$ cat src/rtl/id_branch_stage.sv
// id_branch_stage: decodes the instruction, extends the immediate, resolves branches and jumps, and tags delay slots.
// Latency: 1 cycle from xfer (in_valid & in_ready) to out_valid. Redirect pulses for one cycle alongside a taken branch/jump.
// Backpressure: out_valid & ~out_ready holds every output and the slot FSM, and drops in_ready.
// Build option: define ID_BRANCH_LIKELY_EN to decode beql/bnel and nullify the delay slot when they are not taken.
module id_branch_stage #(
   parameter int XLEN   = 32,
   parameter int EXC_W  = 5,
   parameter int EXC_RI = 10
) (
   input  logic             clk,
   input  logic             reset_n,
   input  logic             in_valid,
   output logic             in_ready,
   input  logic [31:0]      inst,
   input  logic [XLEN-1:0]  pc4,
   input  logic [XLEN-1:0]  rs_val,
   input  logic [XLEN-1:0]  rt_val,
   input  logic             exc_in,
   input  logic [EXC_W-1:0] exc_code_in,
   input  logic [XLEN-1:0]  epc_in,
   input  logic             flush,
   input  logic             out_ready,
   output logic             out_valid,
   output logic [31:0]      out_inst,
   output logic [XLEN-1:0]  out_rs,
   output logic [XLEN-1:0]  out_rt,
   output logic [XLEN-1:0]  out_imm,
   output logic [XLEN-1:0]  out_link,
   output logic             out_exc,
   output logic [EXC_W-1:0] out_exc_code,
   output logic [XLEN-1:0]  out_epc,
   output logic             out_bd,
   output logic             redirect,
   output logic [XLEN-1:0]  redirect_target
);

`ifdef ID_BRANCH_LIKELY_EN
   localparam bit BL_EN = 1'b1;
`else
   localparam bit BL_EN = 1'b0;
`endif

   localparam logic [31:0] ERET_WORD = 32'h4200_0018;

   typedef enum logic [1:0] {
      ST_NORMAL    = 2'd0,
      ST_SLOT      = 2'd1,
      ST_SLOT_NULL = 2'd2
   } state_e;

   state_e state_q, state_d;

   logic [5:0] op, funct;
   logic [4:0] rt_f;
   assign op    = inst[31:26];
   assign funct = inst[5:0];
   assign rt_f  = inst[20:16];

   logic is_beq, is_bne, is_blez, is_bgtz, is_bltz, is_bgez, is_beql, is_bnel;
   logic is_j, is_jal, is_jr, is_jalr, is_eret, is_lui, is_zext, ri_op;
   logic is_ctrl, is_likely, taken;
   logic rs_neg, rs_zero, ops_eq;
   logic in_slot, ri, clean, xfer;
   logic [XLEN-1:0] sext_imm, imm_d, br_tgt, j_tgt, tgt_d;

   // Output-stage state and next values
   logic             out_valid_q, redirect_q, out_exc_q, out_bd_q;
   logic [31:0]      out_inst_q;
   logic [XLEN-1:0]  out_rs_q, out_rt_q, out_imm_q, out_link_q, out_epc_q, redirect_target_q;
   logic [EXC_W-1:0] out_exc_code_q;
   logic             exc_d, bd_d, redirect_d;
   logic [31:0]      inst_d;
   logic [EXC_W-1:0] code_d;

   assign in_ready = ~out_valid_q | out_ready;
   assign xfer     = in_valid & in_ready;

   // Opcode classification; anything not listed is a reserved instruction
   always_comb begin
      is_beq  = 1'b0; is_bne  = 1'b0; is_blez = 1'b0; is_bgtz = 1'b0;
      is_bltz = 1'b0; is_bgez = 1'b0; is_beql = 1'b0; is_bnel = 1'b0;
      is_j    = 1'b0; is_jal  = 1'b0; is_jr   = 1'b0; is_jalr = 1'b0;
      is_eret = 1'b0; is_lui  = 1'b0; is_zext = 1'b0; ri_op   = 1'b0;
      case (op)
         6'h00: begin
            if (funct == 6'h08)      is_jr   = 1'b1;
            else if (funct == 6'h09) is_jalr = 1'b1;
         end
         6'h01: begin
            if (rt_f == 5'd0)      is_bltz = 1'b1;
            else if (rt_f == 5'd1) is_bgez = 1'b1;
            else                   ri_op   = 1'b1;
         end
         6'h02: is_j    = 1'b1;
         6'h03: is_jal  = 1'b1;
         6'h04: is_beq  = 1'b1;
         6'h05: is_bne  = 1'b1;
         6'h06: is_blez = 1'b1;
         6'h07: is_bgtz = 1'b1;
         6'h08, 6'h09, 6'h0A, 6'h0B,
         6'h20, 6'h21, 6'h23, 6'h24, 6'h25,
         6'h28, 6'h29, 6'h2B: begin
            // sign-extended I-type, nothing further to flag
         end
         6'h0C, 6'h0D, 6'h0E: is_zext = 1'b1;
         6'h0F: is_lui = 1'b1;
         6'h10: begin
            if (inst == ERET_WORD) is_eret = 1'b1;
            else                   ri_op   = 1'b1;
         end
         6'h14: begin
            if (BL_EN) is_beql = 1'b1;
            else       ri_op   = 1'b1;
         end
         6'h15: begin
            if (BL_EN) is_bnel = 1'b1;
            else       ri_op   = 1'b1;
         end
         default: ri_op = 1'b1;
      endcase
   end

   // Signed operand compares, branch resolution and target selection
   always_comb begin
      rs_neg    = rs_val[XLEN-1];
      rs_zero   = (rs_val == '0);
      ops_eq    = (rs_val == rt_val);
      is_likely = is_beql | is_bnel;
      is_ctrl   = is_beq | is_bne | is_blez | is_bgtz | is_bltz | is_bgez | is_likely
                | is_j | is_jal | is_jr | is_jalr;
      taken     = ((is_beq | is_beql) & ops_eq) | ((is_bne | is_bnel) & ~ops_eq)
                | (is_blez & (rs_neg | rs_zero)) | (is_bgtz & ~(rs_neg | rs_zero))
                | (is_bltz & rs_neg) | (is_bgez & ~rs_neg)
                | is_j | is_jal | is_jr | is_jalr;
      sext_imm  = {{(XLEN-16){inst[15]}}, inst[15:0]};
      br_tgt    = pc4 + (sext_imm << 2);
      j_tgt     = {pc4[XLEN-1:28], inst[25:0], 2'b00};
      if (is_jr | is_jalr)    tgt_d = rs_val;
      else if (is_j | is_jal) tgt_d = j_tgt;
      else                    tgt_d = br_tgt;
      if (is_lui)       imm_d = sext_imm << 16;
      else if (is_zext) imm_d = {{(XLEN-16){1'b0}}, inst[15:0]};
      else              imm_d = sext_imm;
   end

   // A control transfer inside a delay slot is illegal and reported as reserved
   assign in_slot = (state_q != ST_NORMAL);
   assign ri      = ri_op | (in_slot & (is_ctrl | is_eret));
   assign clean   = ~exc_in & ~ri;

   // Delay-slot FSM state register
   always_ff @(posedge clk or negedge reset_n) begin
      if (!reset_n) state_q <= ST_NORMAL;
      else          state_q <= state_d;
   end

   // Delay-slot FSM next state: flush wins, otherwise only an accepted instruction moves it
   always_comb begin
      state_d = state_q;
      if (flush) begin
         state_d = ST_NORMAL;
      end else if (xfer) begin
         if (in_slot)                         state_d = ST_NORMAL;
         else if (clean & is_eret)            state_d = ST_SLOT_NULL;
         else if (clean & is_likely & ~taken) state_d = ST_SLOT_NULL;
         else if (clean & is_ctrl)            state_d = ST_SLOT;
         else                                 state_d = ST_NORMAL;
      end
   end

   // Delay-slot FSM outputs: slot tagging, nullification, exception merge, redirect request
   always_comb begin
      bd_d       = in_slot;
      inst_d     = (state_q == ST_SLOT_NULL) ? 32'h0 : inst;
      exc_d      = (state_q != ST_SLOT_NULL) & (exc_in | ri);
      code_d     = '0;
      if (state_q != ST_SLOT_NULL) begin
         if (exc_in)  code_d = exc_code_in;
         else if (ri) code_d = EXC_W'(EXC_RI);
      end
      redirect_d = ~in_slot & clean & is_ctrl & taken;
   end

   // Output register: load on xfer, drain on out_ready, flush kills valid and redirect
   always_ff @(posedge clk or negedge reset_n) begin
      if (!reset_n) begin
         out_valid_q       <= 1'b0;
         redirect_q        <= 1'b0;
         out_inst_q        <= '0;
         out_rs_q          <= '0;
         out_rt_q          <= '0;
         out_imm_q         <= '0;
         out_link_q        <= '0;
         out_exc_q         <= 1'b0;
         out_exc_code_q    <= '0;
         out_epc_q         <= '0;
         out_bd_q          <= 1'b0;
         redirect_target_q <= '0;
      end else if (flush) begin
         out_valid_q <= 1'b0;
         redirect_q  <= 1'b0;
      end else if (xfer) begin
         out_valid_q       <= 1'b1;
         redirect_q        <= redirect_d;
         out_inst_q        <= inst_d;
         out_rs_q          <= rs_val;
         out_rt_q          <= rt_val;
         out_imm_q         <= imm_d;
         out_link_q        <= pc4 + XLEN'(4);
         out_exc_q         <= exc_d;
         out_exc_code_q    <= code_d;
         out_epc_q         <= epc_in;
         out_bd_q          <= bd_d;
         redirect_target_q <= tgt_d;
      end else begin
         redirect_q <= 1'b0;
         if (out_ready) out_valid_q <= 1'b0;
      end
   end

   assign out_valid       = out_valid_q;
   assign out_inst        = out_inst_q;
   assign out_rs          = out_rs_q;
   assign out_rt          = out_rt_q;
   assign out_imm         = out_imm_q;
   assign out_link        = out_link_q;
   assign out_exc         = out_exc_q;
   assign out_exc_code    = out_exc_code_q;
   assign out_epc         = out_epc_q;
   assign out_bd          = out_bd_q;
   assign redirect        = redirect_q;
   assign redirect_target = redirect_target_q;

endmodule

$ cat config.mk
export PLATFORM = sky130hd
export DESIGN_NAME = id_branch_stage
export DESIGN_NICKNAME = d
export VERILOG_FILES = /design/src/rtl/id_branch_stage.sv
export SDC_FILE = /design/constraint.sdc
export NUM_CORES = 1
export LEC_CHECK = 0
export ABC_CLOCK_PERIOD_IN_PS = 2300
export BUFFER_PORTS_ARGS = -buffer_cell sky130_fd_sc_hd__buf_2
export CORE_MARGIN = 3
export CORE_UTILIZATION = 30
export CTS_CLUSTER_DIAMETER = 40
export DETAILED_ROUTE_END_ITERATION = 8
export GPL_ROUTABILITY_DRIVEN = 1
export GPL_TIMING_DRIVEN = 1
export MAX_ROUTING_LAYER = met4
export PLACE_DENSITY = 0.53
export SYNTH_ARGS = -nofsm -noshare
export SYNTH_HDL_FRONTEND = slang
export SYNTH_SLANG_ARGS = --single-unit
export TNS_END_PERCENT = 20
$ cat constraint.sdc
create_clock -name clk -period 2.3 [get_ports clk]
set_input_delay 0.345 -clock clk [delete_from_list [all_inputs] [get_ports clk]]
set_output_delay 0.345 -clock clk [all_outputs]
set_load 0.005 [all_outputs]
**Word level (Yosys, flattened, before mapping)**

Index checks and enable logic that the tools add are counted.

- Register bits after elaboration: 235
- Input bits: 171
- Output and inout port bits: 234
- Logic and storage cells: 145

- $add $sub $neg: 2
- Eq/ne operators: 31
- Multiplexer cells: 42
- Bitwise gates (word level): 48
- Reduce and logical (&&, ||, !) cells: 9

Operators by type and width:

| operator | number |
|---|---|
| 32-bit two-way mux | 5 |
| 6-bit by 4-bit equality test with 1-bit output, second input constant | 10 |
| 6-bit equality test, second input constant | 8 |
| 32-bit by 3-bit adder with 32-bit output, second input constant | 1 |
| 32-bit adder | 1 |
| 32-bit by 31-bit equality test with 1-bit output, second input constant | 1 |
| 32-bit equality test | 1 |
| 32-bit logical NOT | 1 |
| 1-bit two-way mux | 29 |
| 1-bit OR | 25 |
| 6-bit by 3-bit equality test with 1-bit output, second input constant | 4 |
| 23-bit OR reduction | 1 |
| 1-bit bitwise AND | 15 |
| 6-bit by 2-bit equality test with 1-bit output, second input constant | 2 |
| 5-bit two-way mux | 2 |
| 2-bit two-way mux | 4 |
| 1-bit inverter | 8 |
| 6-bit by 1-bit equality test with 1-bit output, second input constant | 1 |
| 6-bit by 5-bit equality test with 1-bit output, second input constant | 1 |
| 6-bit logical NOT | 1 |
| 5-bit by 1-bit equality test with 1-bit output, second input constant | 1 |
| 5-bit logical NOT | 1 |
| 4-bit two-way mux | 1 |
| 2-bit nonzero test | 2 |
| 6 further kinds | 6 |

**Longest topological paths before layout**

- Depth after elaboration: 22
- Gate-level depth with buffers: 12
- Gate-level depth less buffers: 12

**Worst setup path before layout**

No wires, ideal clock.

- Kind: input to register
- From: in inst[15]
- To: reg redirect_target_q[31] (netlist: redirect_target[31])
- Setup time: 99 ps
- Data arrival time: 2535 ps
- Required time: 2201 ps
- Slack: -335 ps
- Cell stages on the path: 11
- Path buffers: 1
- Cell sequence: ha_1 -> buf_2 -> a21oi_1 -> o21ai_0 -> or4_1 -> nor3_2 -> nor4_1 -> nor4_1 -> a2bb2oi_1 -> xor2_1 -> a311oi_1

- Longest elaborated chain between the ends: 3

RTL lines:

| what | line | RTL |
|---|---|---|
| start, declared | 14 | `input logic [31:0] inst,` |
| 32-bit adder | 136 | `br_tgt = pc4 + (sext_imm << 2);` |
| 32-bit two-way mux | 139 | `else if (is_j \| is_jal) tgt_d = j_tgt;` |
| 32-bit two-way mux | 138 | `if (is_jr \| is_jalr) tgt_d = rs_val;` |
| end signal, assigned | 214 | `redirect_target_q <= tgt_d;` |
| end, declared | 69 | `logic [XLEN-1:0] out_rs_q, out_rt_q, out_imm_q, out_link_q, out_epc_q, redirect_target_q;` |

No other way between the ends.
A chain may end at the register's enable or synchronous reset.

**Worst setup path after layout**

- From: in inst[1]
- To: reg redirect_target_q[16] (netlist: redirect_target[16])

- Longest elaborated chain between the ends: 6
- Elaborated cells between the ends (all ways): 11
- Those cells by class: add/sub (1); eq/ne (2); mux (7); bitwise (1)

RTL lines:

| what | line |
|---|---|
| parallel branches: the longest is 5 deep, another holds 32-bit adder | - |
| 32-bit two-way mux (*) | 138 |

Every way passes the cells marked *.

==> run metrics <==
status complete, no violations; Final Max Tran Viols 0; Required @ worst endpoint 2710 ps; Tmin final 2260 ps; number of global-route vias before repair 12400; CTS Sinks 235; metal3 WL 3530 µm; GRT overflow 0; DP HPWL 38500 µm; # DRC 0; P per Cell Area 858 nW/µm²; Buffers on Ports 404; final setup margin 39.7 ps; PnR Total Power 0.0158 W; CP Launch Type input port; Routed WL per cell 20.3 µm; Yosys top cell by area dfrtp_1; Post-synth top cells nand2_1, dfrtp_1, o21ai_0; slowest stage delay, CP 590 ps; dpl ws -574 ps; initial antenna violation count 4; RSZ-0062 raised after global routing yes; CTS Root Cell clkbuf_16; largest net degree at the start of global routing 86; Die Height 205 µm; Critical Path, Cell by Cell buf_2, or4b_1, or3_4, or4_4, buf_12, nor3_1, nor3_1; Worst Setup SP inst[1]; Post-CTS Setup Bufs 0; r2r setup slk 360 ps; CTS Buf Count 49; CP dominant cell by count nor3_1; Initial Util 0.304; top layer in use met4; ys flop type dfrtp_1; FF-to-FF path depth 6; fmax 442 MHz; fin cells 2523; Util after Layout 0.474; worst setup path end redirect_target[16]; async set or reset register ratio after synthesis 1.00; final hold viol count 0; Post-synth EDFFs 0; mapped cell area 11800 µm²; met2 wire length 23100 µm; maximum clock path buffer count 3; RR Endpoint redirect_target[28]; Cells after DPL 2371; Top-Level Pins 405; critical path capture point type register; Pleak 9.23 nW; Post-layout nets 2167; HP Start rt_val[2]; Critical Path Slowest Stage Cell or4b_1; Routed WL 51100 µm; Antenna Nets Post-Route 0; Synth top area share 0.497; Skew-Pair Late Insertion Delay 570 ps; CP Max Fanout 27; sequential fraction of the synthesis area 0.497; worst min-delay path class input port to register; area growth from synthesis to layout 55.6%; Vias/cell 4.89; CP arrival 2670 ps; Worst-Margin Slew 600 ps; vias post-DR 12300; CTS clk-pin slew, worst paths 50 ps; initial DRC count 894; die area 41800 µm²; FF+latch count, synth 235; R2R Path Start out_valid; Die W 205 µm; GPL Wtd Cong 0.960; maximum vdd drop 591 µV; Net Count, Synth 1525; num rows 72; filler cell count 3747; CTS tree yes; share of layout cells above drive strength 1 0.364; Core Box Area 38800 µm²; Finish-stage setup viols 0; global-route wire length before repair 76000 µm; Yosys cell types 64; # H-tree levels 2; final period utilization 0.983; Crit Path Class input port to register; top cells by area, synth dfrtp_1, nand2_1, xor2_1; final clock skew 23.8 ps; synthesized area per cell 8.94 µm²; met1 wire length 22500 µm; Synth Warn # 0; iteration count of the initial detailed-routing pass 5; count leader, synth nand2_1; Max-cap violations 0; Relative slew margins 0.595; GRT Total Usage 0.245; Gate Count Post-Synth 1323
-- layout make-up --
| cell class | count | area, µm² | share of cell area |
|---|---|---|---|
| sequential | 235 | 5880 | 0.320 |
| timing repair buffer | 665 | 4270 | 0.232 |
| tap | 518 | 648 | 0.0352 |
| inverter | 11 | 41.3 | 0.00224 |
| multi-input combinational | 1003 | 5840 | 0.317 |
| clock buffer | 63 | 1370 | 0.0744 |
| clock inverter | 24 | 338 | 0.0184 |
| antenna | 4 | 10.0 | 0.000544 |
-- kinds of logic (layout without fill, tap and decap cells) --
logic type | count (synthesis) | in the layout | share of synthesized area
and+or+nand+nor | 602 | 602 | 0.218
AOI/OAI and AO/OA | 285 | 285 | 0.158
DFF | 235 | 235 | 0.497
buffers and inverters | 85 | 763 | 0.0301
xor gates and xnor gates | 84 | 84 | 0.0622
adders and majority gates | 31 | 31 | 0.0334
muxes | 1 | 1 | 0.000847
other | 0 | 4 | 0
-- worst max-delay path: cells and delay by family --
family	cells	cell delay, ps
and+or+nand+nor	5	1950
buffers and inverters	2	370
-- where the power goes --
part           switching [W]  total, W  internal (W)
Clock                0.00240   0.00736       0.00496
Sequential          0.000365   0.00515       0.00478
Combinational        0.00177   0.00328       0.00151
Total                0.00454    0.0158        0.0112
-- metal layers --
metal / global-route usage / vias to the layer above
li1: - / 5869
met1: 0.323 / 5932
met2: 0.371 / 434
met3: 0.0555 / 109
met4: 0.0912 / 0
met5: - / -
-- cells in the final DEF, fill, tap and decap left out, types with 9 or more instances in the layout --
cell and n:
inv_1 10, clkbuf_16 49, ha_1 19, nand3_1 23, a21oi_1 51, o21ai_0 74, o211ai_1 14, buf_4 189
nor2_1 51, buf_12 10, xnor2_1 25, nor4_1 21, nand4_1 16, buf_2 403, nand2b_1 9, clkbuf_8 9
xor2_1 59, nand2_1 421, nor3_1 17, dlygate4sd3_1 61, dfrtp_1 235, a21o_1 12, o21ai_1 18, ha_4 10
a22o_1 49
-- stage by stage --
step | setup TNS, ps | hold WS [ps] | instance area, µm²
3_5_place_dp | -13040 | 340 | 16000
3_3_place_gp | -12260 | 340 | 16000
4_1_cts | 0 | 0.298 | 18300
5_1_grt | -74.2 | 21.5 | 18400
6_report | 0 | 34.5 | 18400
2_1_floorplan | -709 | 49.4 | 12000
-- sequential cells by signal, summed over array words and instances, names as in the netlist, 2 cells and up --
signal	cells
out_epc	32
redirect_target	32
out_exc_code	5
out_link	32
out_rt	32
state_q	2
out_imm	32
out_inst	32
out_rs	32
-- worst min-delay path by stage --
stage | end | slack (ps) | depth (start not counted)
2_1_floorplan | out_bd | 50 | 0
3_3_place_gp | out_epc[13] | 340 | 1
3_5_place_dp | out_epc[13] | 340 | 1
4_1_cts | out_rt[10] | 0.3 | 3
5_1_grt | out_rt[10] | 20 | 3
6_report | out_rt[2] | 30 | 3
-- repair_timing --
action                                 CTS  global route
hold buffers                            61             0
resized for setup                        0            16
setup endpoints to repair                0             7
endpoints found under the hold margin  110             0
(Power assumes the default switching activity.)
